`src/rtl/axi_pkg.sv`:
```
// Shared AXI3 encodings and slave FSM states, common to the read and write slaves.
package axi_pkg;

  localparam logic [1:0] BURST_FIXED = 2'b00;
  localparam logic [1:0] BURST_INCR  = 2'b01;
  localparam logic [1:0] BURST_WRAP  = 2'b10;

  localparam logic [1:0] RESP_OKAY   = 2'b00;
  localparam logic [1:0] RESP_EXOKAY = 2'b01;
  localparam logic [1:0] RESP_SLVERR = 2'b10;
  localparam logic [1:0] RESP_DECERR = 2'b11;

  // IDLE: wait for AR | FETCH: read memory for one beat | SEND: hold beat on the data channel
  typedef enum logic [1:0] {
    ST_IDLE  = 2'd0,
    ST_FETCH = 2'd1,
    ST_SEND  = 2'd2
  } axi_state_e;

  function automatic logic wrap_len_ok(input logic [3:0] len);
    return (len == 4'd1) || (len == 4'd3) || (len == 4'd7) || (len == 4'd15);
  endfunction

endpackage

```
`src/rtl/axi_burst_addr_gen.sv`:
```
// Combinational next-beat address for FIXED/INCR/WRAP bursts, plus a flag for
// bursts the slave cannot legally serve.
module axi_burst_addr_gen
  import axi_pkg::*;
#(
  parameter int ADDR_WIDTH = 32,
  parameter int DATA_WIDTH = 32
) (
  input  logic [ADDR_WIDTH-1:0] i_addr,
  input  logic [2:0]            i_size,
  input  logic [3:0]            i_len,
  input  logic [1:0]            i_burst,
  output logic [ADDR_WIDTH-1:0] o_next_addr,
  output logic                  o_err
);

  localparam logic [2:0]            MAX_SIZE = 3'($clog2(DATA_WIDTH / 8));
  localparam logic [ADDR_WIDTH-1:0] ADDR_ONE = {{(ADDR_WIDTH-1){1'b0}}, 1'b1};

  logic [ADDR_WIDTH-1:0] w_bytes;
  logic [ADDR_WIDTH-1:0] w_span;
  logic [ADDR_WIDTH-1:0] w_incr;
  logic                  w_wrap_bad;

  assign w_bytes    = ADDR_ONE << i_size;
  assign w_span     = ({{(ADDR_WIDTH-4){1'b0}}, i_len} + ADDR_ONE) << i_size;
  assign w_incr     = i_addr + w_bytes;
  assign w_wrap_bad = !wrap_len_ok(i_len) || ((i_addr & (w_bytes - ADDR_ONE)) != '0);

  always_comb begin
    o_err       = (i_size > MAX_SIZE);
    o_next_addr = i_addr;
    case (i_burst)
      BURST_FIXED: o_next_addr = i_addr;
      BURST_INCR:  o_next_addr = w_incr;
      BURST_WRAP: begin
        o_next_addr = (i_addr & ~(w_span - ADDR_ONE)) | (w_incr & (w_span - ADDR_ONE));
        if (w_wrap_bad) o_err = 1'b1;
      end
      default:     o_err = 1'b1;
    endcase
  end

endmodule

```
`src/rtl/axi_read_slave.sv`:
```
// AXI3 read responder: one burst at a time, each beat fetched from a req/ack
// memory port and returned on R with ID, RESP and LAST.
module axi_read_slave
  import axi_pkg::*;
#(
  parameter int DATA_WIDTH = 32,
  parameter int ADDR_WIDTH = 32,
  parameter int ID_WIDTH   = 4
) (
  input  logic                  i_aclk,
  input  logic                  i_areset,
  input  logic [ID_WIDTH-1:0]   i_arid,
  input  logic [ADDR_WIDTH-1:0] i_araddr,
  input  logic [3:0]            i_arlen,
  input  logic [2:0]            i_arsize,
  input  logic [1:0]            i_arburst,
  input  logic [1:0]            i_arlock,
  input  logic [3:0]            i_arcache,
  input  logic [2:0]            i_arprot,
  input  logic                  i_arvalid,
  output logic                  o_arready,
  output logic [ID_WIDTH-1:0]   o_rid,
  output logic [DATA_WIDTH-1:0] o_rdata,
  output logic [1:0]            o_rresp,
  output logic                  o_rlast,
  output logic                  o_rvalid,
  input  logic                  i_rready,
  output logic                  o_mem_rd_req,
  output logic [ADDR_WIDTH-1:0] o_mem_rd_addr,
  input  logic [DATA_WIDTH-1:0] i_mem_rd_data,
  input  logic                  i_mem_rd_ack
);

  localparam logic [ADDR_WIDTH-1:0] ADDR_ONE = {{(ADDR_WIDTH-1){1'b0}}, 1'b1};

  axi_state_e            r_state, w_state_next;
  logic                  r_arready;
  logic [ID_WIDTH-1:0]   r_id;
  logic [ADDR_WIDTH-1:0] r_addr;
  logic [3:0]            r_len;
  logic [2:0]            r_size;
  logic [1:0]            r_burst;
  logic                  r_err;
  logic [3:0]            r_beat_cnt;
  logic                  r_rvalid;
  logic [DATA_WIDTH-1:0] r_rdata;
  logic [1:0]            r_rresp;
  logic                  r_rlast;

  logic                  w_ar_hs, w_fetch_done, w_r_hs, w_mem_req;
  logic [ADDR_WIDTH-1:0] w_gen_addr, w_next_addr;
  logic [2:0]            w_gen_size;
  logic [3:0]            w_gen_len;
  logic [1:0]            w_gen_burst;
  logic                  w_gen_err;
  logic                  w_unused_ar;

  assign w_unused_ar = ^{i_arlock, i_arcache, i_arprot};

  // In IDLE the generator checks the incoming request so the error flag is captured with it
  assign w_gen_addr  = (r_state == ST_IDLE) ? i_araddr  : r_addr;
  assign w_gen_size  = (r_state == ST_IDLE) ? i_arsize  : r_size;
  assign w_gen_len   = (r_state == ST_IDLE) ? i_arlen   : r_len;
  assign w_gen_burst = (r_state == ST_IDLE) ? i_arburst : r_burst;

  axi_burst_addr_gen #(
    .ADDR_WIDTH (ADDR_WIDTH),
    .DATA_WIDTH (DATA_WIDTH)
  ) u_addr_gen (
    .i_addr      (w_gen_addr),
    .i_size      (w_gen_size),
    .i_len       (w_gen_len),
    .i_burst     (w_gen_burst),
    .o_next_addr (w_next_addr),
    .o_err       (w_gen_err)
  );

  always_ff @(posedge i_aclk or posedge i_areset) begin
    if (i_areset) begin
      r_state   <= ST_IDLE;
      r_arready <= 1'b0;
    end else begin
      r_state   <= w_state_next;
      r_arready <= (w_state_next == ST_IDLE);
    end
  end

  always_comb begin
    w_state_next = r_state;
    w_ar_hs      = 1'b0;
    w_fetch_done = 1'b0;
    w_r_hs       = 1'b0;
    w_mem_req    = 1'b0;
    case (r_state)
      ST_IDLE: begin
        if (i_arvalid && r_arready) begin
          w_ar_hs      = 1'b1;
          w_state_next = ST_FETCH;
        end
      end
      ST_FETCH: begin
        w_mem_req = !r_err;
        if (r_err || i_mem_rd_ack) begin
          w_fetch_done = 1'b1;
          w_state_next = ST_SEND;
        end
      end
      ST_SEND: begin
        if (r_rvalid && i_rready) begin
          w_r_hs       = 1'b1;
          w_state_next = r_rlast ? ST_IDLE : ST_FETCH;
        end
      end
      default: w_state_next = ST_IDLE;
    endcase
  end

  always_ff @(posedge i_aclk or posedge i_areset) begin
    if (i_areset) begin
      r_id       <= '0;
      r_addr     <= '0;
      r_len      <= '0;
      r_size     <= '0;
      r_burst    <= '0;
      r_err      <= 1'b0;
      r_beat_cnt <= '0;
      r_rvalid   <= 1'b0;
      r_rdata    <= '0;
      r_rresp    <= RESP_OKAY;
      r_rlast    <= 1'b0;
    end else begin
      if (w_ar_hs) begin
        r_id       <= i_arid;
        r_addr     <= i_araddr;
        r_len      <= i_arlen;
        r_size     <= i_arsize;
        r_burst    <= i_arburst;
        r_err      <= w_gen_err;
        r_beat_cnt <= '0;
      end
      if (w_fetch_done) begin
        r_rvalid <= 1'b1;
        r_rdata  <= r_err ? '0 : i_mem_rd_data;
        r_rresp  <= r_err ? RESP_SLVERR : RESP_OKAY;
        r_rlast  <= (r_beat_cnt == r_len);
      end
      if (w_r_hs) begin
        r_rvalid <= 1'b0;
        r_rlast  <= 1'b0;
        if (!r_rlast) begin
          r_beat_cnt <= r_beat_cnt + 4'd1;
          r_addr     <= w_next_addr;
        end
      end
    end
  end

  assign o_arready     = r_arready;
  assign o_rid         = r_id;
  assign o_rdata       = r_rdata;
  assign o_rresp       = r_rresp;
  assign o_rlast       = r_rlast;
  assign o_rvalid      = r_rvalid;
  assign o_mem_rd_req  = w_mem_req;
  assign o_mem_rd_addr = r_addr & ~((ADDR_ONE << r_size) - ADDR_ONE);

endmodule

```
`config.mk`:
```
export PLATFORM = sky130hd
export DESIGN_NAME = axi_read_slave
export DESIGN_NICKNAME = d
export VERILOG_FILES = /design/src/rtl/axi_pkg.sv /design/src/rtl/axi_burst_addr_gen.sv /design/src/rtl/axi_read_slave.sv
export SDC_FILE = /design/constraint.sdc
export NUM_CORES = 1
export LEC_CHECK = 0
export BUFFER_PORTS_ARGS = -buffer_cell sky130_fd_sc_hd__buf_2
export CORE_ASPECT_RATIO = 0.9
export CORE_UTILIZATION = 45
export CTS_CLUSTER_SIZE = 24
export DETAILED_ROUTE_END_ITERATION = 10
export GPL_TIMING_DRIVEN = 0
export HOLD_SLACK_MARGIN = 0.08
export PLACE_DENSITY = 0.68
export SYNTH_ARGS = -nofsm -noshare
export SYNTH_HDL_FRONTEND = slang
export SYNTH_SLANG_ARGS = --single-unit
```
`constraint.sdc`:
```
create_clock -name i_aclk -period 4.9 [get_ports i_aclk]
set_clock_uncertainty 0.15 [all_clocks]
set_input_delay 0.49 -clock i_aclk [delete_from_list [all_inputs] [get_ports i_aclk]]
set_output_delay 0.49 -clock i_aclk [all_outputs]
set_load 0.1 [all_outputs]
```
Yosys cells after proc, flatten, opt, wreduce, memory -nomap -nowiden
Cells that the tools add are included.
{"block": "classes", "shift": 3, "reduce_logical": 15, "bitwise": 7, "order_cmp": 1, "eq_ne": 9, "add_sub_neg": 6, "n_mux": 31}
{"op": "$mux 32", "n": 5}
{"op": "$and 32x32->32", "n": 4}
{"op": "$sub 32x1->32 const B", "n": 3}
{"op": "$not 32->32", "n": 2}
{"op": "$pmux 32 s2", "n": 1}
{"op": "$shl 1x3->32 const A", "n": 2}
{"op": "$add 32x32->32", "n": 1}
{"op": "$or 32x32->32", "n": 1}
{"op": "$reduce_bool 32->1", "n": 1}
{"op": "$shl 32x3->32", "n": 1}
{"op": "$mux 4", "n": 4}
{"op": "$mux 1", "n": 13}
{"op": "$mux 2", "n": 5}
{"op": "$logic_not 2->1", "n": 3}
{"op": "$pmux 2 s3", "n": 1}
{"op": "$add 4x1->5 const B", "n": 1}
{"op": "$logic_or 1x1->1", "n": 5}
{"op": "$add 4x1->4 const B", "n": 1}
{"op": "$eq 2x1->1 const B", "n": 2}
{"op": "$eq 2x2->1 const B", "n": 2}
{"op": "$eq 4x1->1 const B", "n": 1}
{"op": "$eq 4x2->1 const B", "n": 1}
{"op": "$eq 4x3->1 const B", "n": 1}
{"op": "$eq 4x4->1", "n": 1}
{"op": "other kinds (8)", "n": 10}
{"block": "totals", "input_bits": 91, "elab_cells": 85, "register_bits": 89}

Logic depth before layout (Yosys ltp)
Gate-level depths: netlist of the first run.
{"block": "depth", "depth_word": 11, "ltp_mapped": 20}

Modules after synthesis
From an unflattened synthesis of the first run, not the netlist that was laid out.
{"block": "unflattened", "hier_cells": 791, "area_unflattened_um2": 6895.4}
{"mod": "axi_read_slave", "area_per_inst_um2": 4310.4, "seq_area_each_um2": 2202.1, "instances": 1, "cells_per_inst": 378}
{"mod": "axi_burst_addr_gen", "area_per_inst_um2": 2585.0, "seq_area_each_um2": 0.0, "instances": 1, "cells_per_inst": 413}

Least setup slack after synthesis of the first run
No wires, ideal clock.
{"block": "synth_timing", "kind": "reg2reg", "startpoint": "reg r_state[0]", "endpoint": "reg r_addr[24]", "t_required_ns": 4.664, "path_slack_ns": 0.423, "path_stages_with_launch": 20, "n_path_buf": 4, "arrival_ns": 4.241, "path_cell_list": "dfrtp_1 > or2_2 > buf_4 > buf_4 > buf_1 > buf_1 > nand2_1 > nand2_1 > ha_1 > inv_1 > fa_1 > nor2b_1 > o21ai_0 > a21oi_1 > o211ai_2 > or2_1 > or3_1 > a22o_1 > a32o_1 > nor3_1"}
{"block": "synth_between", "elab_chain_len": 11, "elab_cells_between_ends": 23, "cone_classes": "3 x add/sub; 3 x eq/ne; 2 x shift; 10 x mux; 4 x bitwise; 1 x reduce/logical"}
{"element": "start: declaration", "line": "axi_read_slave.sv:36", "text": "axi_state_e r_state, w_state_next;"}
{"element": "start signal: assignment", "line": "axi_read_slave.sv:83", "text": "r_state <= w_state_next;"}
{"element": "$logic_not 2->1"}
{"element": "$mux 4", "line": "axi_read_slave.sv:63", "text": "assign w_gen_len = (r_state == ST_IDLE) ? i_arlen : r_len;"}
{"element": "$add 4x1->5", "line": "axi_burst_addr_gen.sv:26", "text": "assign w_span = ({{(ADDR_WIDTH-4){1'b0}}, i_len} + ADDR_ONE) << i_size;"}
{"element": "$shl 32x3->32", "line": "axi_burst_addr_gen.sv:26"}
{"element": "$sub 32x1->32", "line": "axi_burst_addr_gen.sv:37", "text": "o_next_addr = (i_addr & ~(w_span - ADDR_ONE)) | (w_incr & (w_span - ADDR_ONE));"}
{"element": "$not 32->32", "line": "axi_burst_addr_gen.sv:37"}
{"element": "$and 32x32->32", "line": "axi_burst_addr_gen.sv:37"}
{"element": "$or 32x32->32", "line": "axi_burst_addr_gen.sv:37"}
{"element": "$pmux 32 s2", "line": "axi_burst_addr_gen.sv:33", "text": "case (i_burst)"}
{"element": "$mux 32", "line": "axi_read_slave.sv:150", "text": "if (!r_rlast) begin"}
{"element": "$mux 32 (*)", "line": "axi_read_slave.sv:147", "text": "if (w_r_hs) begin"}
{"element": "end signal: assignment", "line": "axi_read_slave.sv:134", "text": "r_addr <= i_araddr;"}
{"element": "end signal: assignment", "line": "axi_read_slave.sv:152", "text": "r_addr <= w_next_addr;"}
{"element": "end: declaration", "line": "axi_read_slave.sv:39", "text": "logic [ADDR_WIDTH-1:0] r_addr;"}
Mark *: on every way between the ends. The rest lies on a longest branch, timed or not.
A chain may end at the register's enable or synchronous reset.

Final worst setup path of the first run
Same ends and word-level chain as after synthesis.

==> impl_metrics.tcl, run 1 <==
set metrics [dict create \
    status "completed" \
    grt_overflow 0 \
    fillers 1526 \
    netlist_area_um2 7380 \
    drive_gt1_frac 0.217 \
    grt_max_degree 62 \
    setup_viol 0 \
    clock-sinks 88 \
    cts-root-buf "clkbuf_16" \
    drc_errors 0 \
    io_pins 165 \
    max_cap_viol_count 0 \
    hold_path_class "in2reg" \
    crit_path_top_delay_cell "dfrtp_1" \
    r2r_cells 20 \
    globalplace.congestion 1.00 \
    grt_pass1_wl_mm 39.4 \
    slew_headroom 0.272 \
    crit_chain "buf_6, o21a_1, or2_2, buf_2, buf_2, nor2_4, nand2_1, inv_1, ha_1, inv_1, fa_1, nor2b_1, o21ai_0, a21oi_2, o211ai_2, or2_4, or3_1, a22o_1, a32o_1, nor3_1" \
    final_common_cell "buf_2" \
    initial_core_util 0.459 \
    diodes 0 \
    die_w_um 137 \
    cp-end-kind "flop" \
    hold_violations 0 \
    cts_made_buffers 9 \
    syn_inst 934 \
    antenna_found_initial 0 \
    grt_pass1_vias 7190 \
    ys_seq_area_frac 0.298 \
    async_flop_share 1.00 \
    rsz0062_at_grt "yes" \
    critPathLaunch "r_state[0]$_DFF_PP0_" \
    dieArea_um2 16900 \
    period_share 0.975 \
    cts_max_level 3 \
    cts_tree "built" \
    start_kind "flop" \
    reg2reg_to "r_addr[24]$_DFF_PP0_" \
    clock.fmax_ghz 0.209 \
    path_class "reg2reg" \
    rr_startpoint "r_state[0]$_DFF_PP0_" \
    final_antenna_net_count 0 \
    critical_path_peak_fanout 10 \
    drt_wl_total_mm 25.8 \
    path_buf_inv 5 \
    nets 1216 \
    die_y_um 124 \
    cp_slowest_stage_delay_ps 450 \
    routed_via_density 6.03 \
    area_growth_pct 19.2 \
    wl_per_cell_um 19.6 \
    dr.pass1.iters 5 \
    synth-seq-cells 88 \
    period_needed_ps 4780 \
    hold_start "i_arid[2]" \
    numPortBuffers 154 \
    drt-initial-drc-count 876 \
    cp.required_ps 5010 \
    worstMarginPinSlew_ps 1080 \
    slew_viol_final 0 \
    synth_fp_nets 1047 \
    gr-usage-all-layers 0.308 \
    reg2reg_slack_ps 120 \
    synthDistinctLibCells 90 \
    holdPathEnd "o_rid[2]$_DFFE_PP0P_" \
    ys.flop_type "dfrtp_1" \
    fin_util 0.548 \
    insertion_delay_ps 350 \
    synth_warnings 0 \
    num_vias 7923 \
    critical-path-top-delay-family "simple AND/OR/NAND/NOR gates" \
    core_area_um2 16100 \
    rows 44 \
    layout_common_cells "buf_2, nand2_1, dfrtp_1, o21ai_0, nor2_1" \
    clkTransAtPathRegs_ps 70 \
    synth-edff-count 0 \
    avgSynthCellArea_um2 7.91 \
    clockBufferDepth 2 \
    dp_hpwl_mm 19.4 \
    worstHoldPathCells 3 \
    cp.arrival_ps 4890 \
]
-- per-stage QoR --
stage | setup WS, ps | hold slack (ps) | instance area, um2 | setup TNS (ps) | cells
after floorplan | 423 | 295 | 7380 | 0 | 934
after global placement | -989 | 304 | 8410 | -17190 | 1295
after detailed placement | -1080 | 312 | 8440 | -18560 | 1296
after CTS | 49.4 | 181 | 8740 | 0 | 1311
after global routing | -127 | 208 | 8800 | -254 | 1315
final | 121 | 182 | 8800 | 0 | 1315
-- flip-flops by register name, indices dropped and copies added, names as in the netlist --
signal and count:
o_rdata 32, r_addr 32, o_rid 4, r_beat_cnt 4, r_len 4, r_size 3, r_burst 2, r_state 2
o_arready 1, o_rlast 1, o_rresp 1, o_rvalid 1, r_err 1
-- worst max-delay path by stage --
| stage | to | slack (ps) | cells after the start |
|---|---|---|---|
| 3_3_place_gp | r_addr[16]$_DFF_PP0_ | -990 | 17 |
| 6_report | r_addr[24]$_DFF_PP0_ | 120 | 20 |
| 2_1_floorplan | r_addr[24]$_DFF_PP0_ | 420 | 19 |
| 5_1_grt | r_addr[24]$_DFF_PP0_ | -130 | 20 |
| 4_1_cts | r_addr[24]$_DFF_PP0_ | 50 | 20 |
| 3_5_place_dp | r_addr[16]$_DFF_PP0_ | -1080 | 17 |
-- worst reg2reg max path: cells and delay by family (launching register included) --
family | cells | cell delay (ps)
buf+inv | 5 | 680
flops | 1 | 450
compound gates | 6 | 1320
fa+ha+maj | 2 | 590
simple gates | 7 | 1500
-- cells by family after synthesis --
logic type               after synthesis  synth area share
adder cells (fa/ha/maj)               22            0.0383
XOR/XNOR                              17            0.0202
AO/OA/AOI/OAI                        271             0.254
AND/OR/NAND/NOR                      401             0.278
multiplexers                          39            0.0539
other                                  1          0.000508
flip-flops                            88             0.298
buffers and inverters                 95            0.0564
-- synthesized netlist by cell type, types with 6 or more instances --
| master | instances | area [um2] |
|---|---|---|
| ha_1 | 21 | 263 |
| nor2_1 | 68 | 255 |
| o211a_1 | 8 | 80.1 |
| o211ai_1 | 7 | 52.6 |
| o21a_1 | 9 | 67.6 |
| nor2b_1 | 18 | 113 |
| a21o_1 | 9 | 67.6 |
| buf_2 | 6 | 30.0 |
| a31oi_1 | 13 | 81.3 |
| nor3_1 | 20 | 100 |
| a21oi_1 | 36 | 180 |
| nand2b_1 | 43 | 269 |
| clkbuf_1 | 50 | 188 |
| inv_1 | 25 | 93.8 |
| a221oi_1 | 12 | 105 |
| nand3_1 | 14 | 70.1 |
| o22ai_1 | 21 | 131 |
| or2_2 | 10 | 62.6 |
| mux2_2 | 6 | 67.6 |
| dfrtp_1 | 88 | 2200 |
| o21ai_0 | 82 | 410 |
| and2_1 | 8 | 50.1 |
| xnor2_1 | 12 | 105 |
| o31ai_1 | 7 | 52.6 |
| mux2i_1 | 33 | 330 |
| nand2_1 | 151 | 567 |
| or3_1 | 15 | 93.8 |
-- per-layer routing --
layer / wire (um) / track usage / part of all wire
met5: 0 / 0 / 0
met2: 11000 / 0.457 / 0.43
met4: 831 / 0.108 / 0.032
met3: 2500 / 0.0705 / 0.097
met1: 11500 / 0.435 / 0.44
-- layout make-up --
type,count,area (um2),share of cell area
timing repair buffer,160,838,0.0952
inverter,25,96.3,0.0109
sequential,88,2200,0.250
tap,207,259,0.0294
clock buffer,10,229,0.0260
buffer,68,332,0.0377
clock inverter,6,51.3,0.00583
multi-input combinational,751,4790,0.545
-- repair_timing --
item                                   in CTS  in global routing
setup endpoints to repair                  29                 17
pin swaps                                   0                  2
buffers inserted                            0                  4
hold buffers                                1                  0
endpoints found under the hold margin      27                  0
gates resized for setup                     5                 13
Power of run 1 is left out: the tool's default activity adds up to more than one toggle a clock period on the data nets, which glitch-free logic cannot reach.
==> inputs of run 2 (changes only) <==
--- a/config.mk
+++ b/config.mk
@@ -8,7 +8,6 @@
 export BUFFER_PORTS_ARGS = -buffer_cell sky130_fd_sc_hd__buf_2
 export CORE_ASPECT_RATIO = 0.9
 export CORE_UTILIZATION = 45
-export CTS_CLUSTER_SIZE = 24
 export DETAILED_ROUTE_END_ITERATION = 10
 export GPL_TIMING_DRIVEN = 0
 export HOLD_SLACK_MARGIN = 0.08
==> constraint.sdc (replaced) <==
create_clock -name i_aclk -period 4.6 [get_ports i_aclk]
set_clock_uncertainty 0.15 [all_clocks]
set_input_delay 0.46 -clock i_aclk [delete_from_list [all_inputs] [get_ports i_aclk]]
set_output_delay 0.46 -clock i_aclk [all_outputs]
set_load 0.1 [all_outputs]
==> run 2 against run 1 <==
  * Die area stayed put
  * Global-route usage is 0.25 points higher
  * Final area is 1.0% higher
  * Hold slack worse by 32 ps
  * Clock-buffer cell count stayed put
  * Non-clock buffer count is 1 higher
  * Worst setup slack better by 63 ps
  * Register-to-register slack better by 60 ps
  * Fmax is 8.2% higher
  * Critical path type unchanged
==> impl_metrics.tcl, run 2 (synthesized netlist as in run 1, its figures left out) <==
set metrics [dict create \
    status "completed" \
    finalNonFillerCells 1316 \
    grt_pass1_wl_mm 39.7 \
    grt_max_degree 62 \
    start_kind "flop" \
    final_common_cell "buf_2" \
    path_class "reg2reg" \
    critical_path_peak_fanout 10 \
    die_y_um 124 \
    insertion_delay_ps 350 \
    worstHoldPathCells 3 \
    clkTransAtPathRegs_ps 70 \
    routed_via_density 6.06 \
    period_share 0.960 \
    drt-initial-drc-count 937 \
    diodes 0 \
    cp.arrival_ps 4530 \
    hold_violations 0 \
    fin_worst_hold_slack_ps 150 \
    nets 1217 \
    clockBufferDepth 2 \
    worstMarginPinSlew_ps 1050 \
    clock-sinks 88 \
    cp.required_ps 4710 \
    grt_pass1_vias 7222 \
    slew_headroom 0.297 \
    cts_made_buffers 9 \
    clock.fmax_ghz 0.226 \
    max_cap_viol_count 0 \
    final_antenna_net_count 0 \
    io_pins 165 \
    period_needed_ps 4420 \
    cts_tree "built" \
    area_growth_pct 20.4 \
    postPlaceCellArea_um2 8440 \
    globalplace.congestion 1.00 \
    slew_viol_final 0 \
    fin_area_um2 8890 \
    setup_viol 0 \
    drc_errors 0 \
    dp_hpwl_mm 19.4 \
    cp-end-kind "flop" \
    numPortBuffers 154 \
    dr.pass1.iters 5 \
    drive_gt1_frac 0.230 \
    rows 44 \
    cts_max_level 3 \
    antenna_found_initial 0 \
    fillers 1525 \
    hold_path_class "in2reg" \
    gr-usage-all-layers 0.310 \
    wl_per_cell_um 19.6 \
    initial_core_util 0.459 \
    layout_common_cells "buf_2, nand2_1, dfrtp_1, o21ai_0, nor2_1" \
    r2r_cells 20 \
    drt_wl_total_mm 25.8 \
    dp.cells 1296 \
    core_area_um2 16100 \
    num_vias 7974 \
    fin_util 0.553 \
    grt_overflow 0 \
    dieArea_um2 16900 \
    cts-root-buf "clkbuf_16" \
    die_w_um 137 \
]
==> run 2: changes by cell type in the layout (fill, tap and decap cells not counted), sizes merged <==
cell    before  now
clkbuf      61   59
buf        176  179
==> run 2: metrics by stage <==
stage	worst slack (ps)	setup TNS [ps]
floorplan	123	0
global placement	-1290	-26060
detailed placement	-1380	-27470
CTS	16.4	0
global route	-16.0	-41.5
finish	184	0
==> run 2: worst paths after layout <==
kind                                         from                      to  slack, ps
max in group asynchronous                i_areset    r_addr[26]$_DFF_PP0_       3130
max reg2reg                  r_state[0]$_DFF_PP0_    r_addr[24]$_DFF_PP0_        180
max                          r_state[0]$_DFF_PP0_    r_addr[24]$_DFF_PP0_        180
min reg2reg                r_burst[0]$_DFFE_PP0P_  r_burst[0]$_DFFE_PP0P_        320
min in group asynchronous                i_areset   r_size[2]$_DFFE_PP0P_        510
min                                     i_arid[2]    o_rid[2]$_DFFE_PP0P_        150
==> run 2: area by class of cell <==
class                           instances  area, um2  share of cell area
Multi-Input combinational cell        751       4850               0.546
Timing Repair Buffer                  163        861              0.0968
Clock buffer                           10        229              0.0258
Buffer                                 66        335              0.0377
Clock inverter                          6       51.3             0.00577
Sequential cell                        88       2200               0.248
Tap cell                              207        259              0.0291
Inverter                               25       96.3              0.0108
==> run 2: repair_timing <==
item                                    CTS  global route
setup buffers                             3             4
resized for setup                        23            16
pin swaps                                 3             5
hold buffers                              1             0
endpoints found under the setup margin   31            22
endpoints found under the hold margin    27             0
==> run 2: per-layer routing <==
layer  share of wire  global-route usage  vias up
met5               0                   0        -
met4           0.032               0.109        0
met3            0.11              0.0697       70
met2            0.42               0.461      477
met1            0.44               0.438     3707
li1                -                   -     3720
==> run 2: critical path: stages, from the launching register on <==
cell and delay [ps]:
dfrtp_2 430, buf_6 150, o21a_1 200, or2_2 270, buf_2 170, buf_4 190, nor2_4 130, nand2_1 90
inv_1 70, ha_2 190, inv_1 50, fa_1 400, nor2b_1 130, o21ai_1 130, a21oi_4 240, o211ai_4 120
or2_4 270, or3_1 320, a22o_1 210, a32o_1 220, nor3_1 180
Power of run 2 is left out for the same reason.
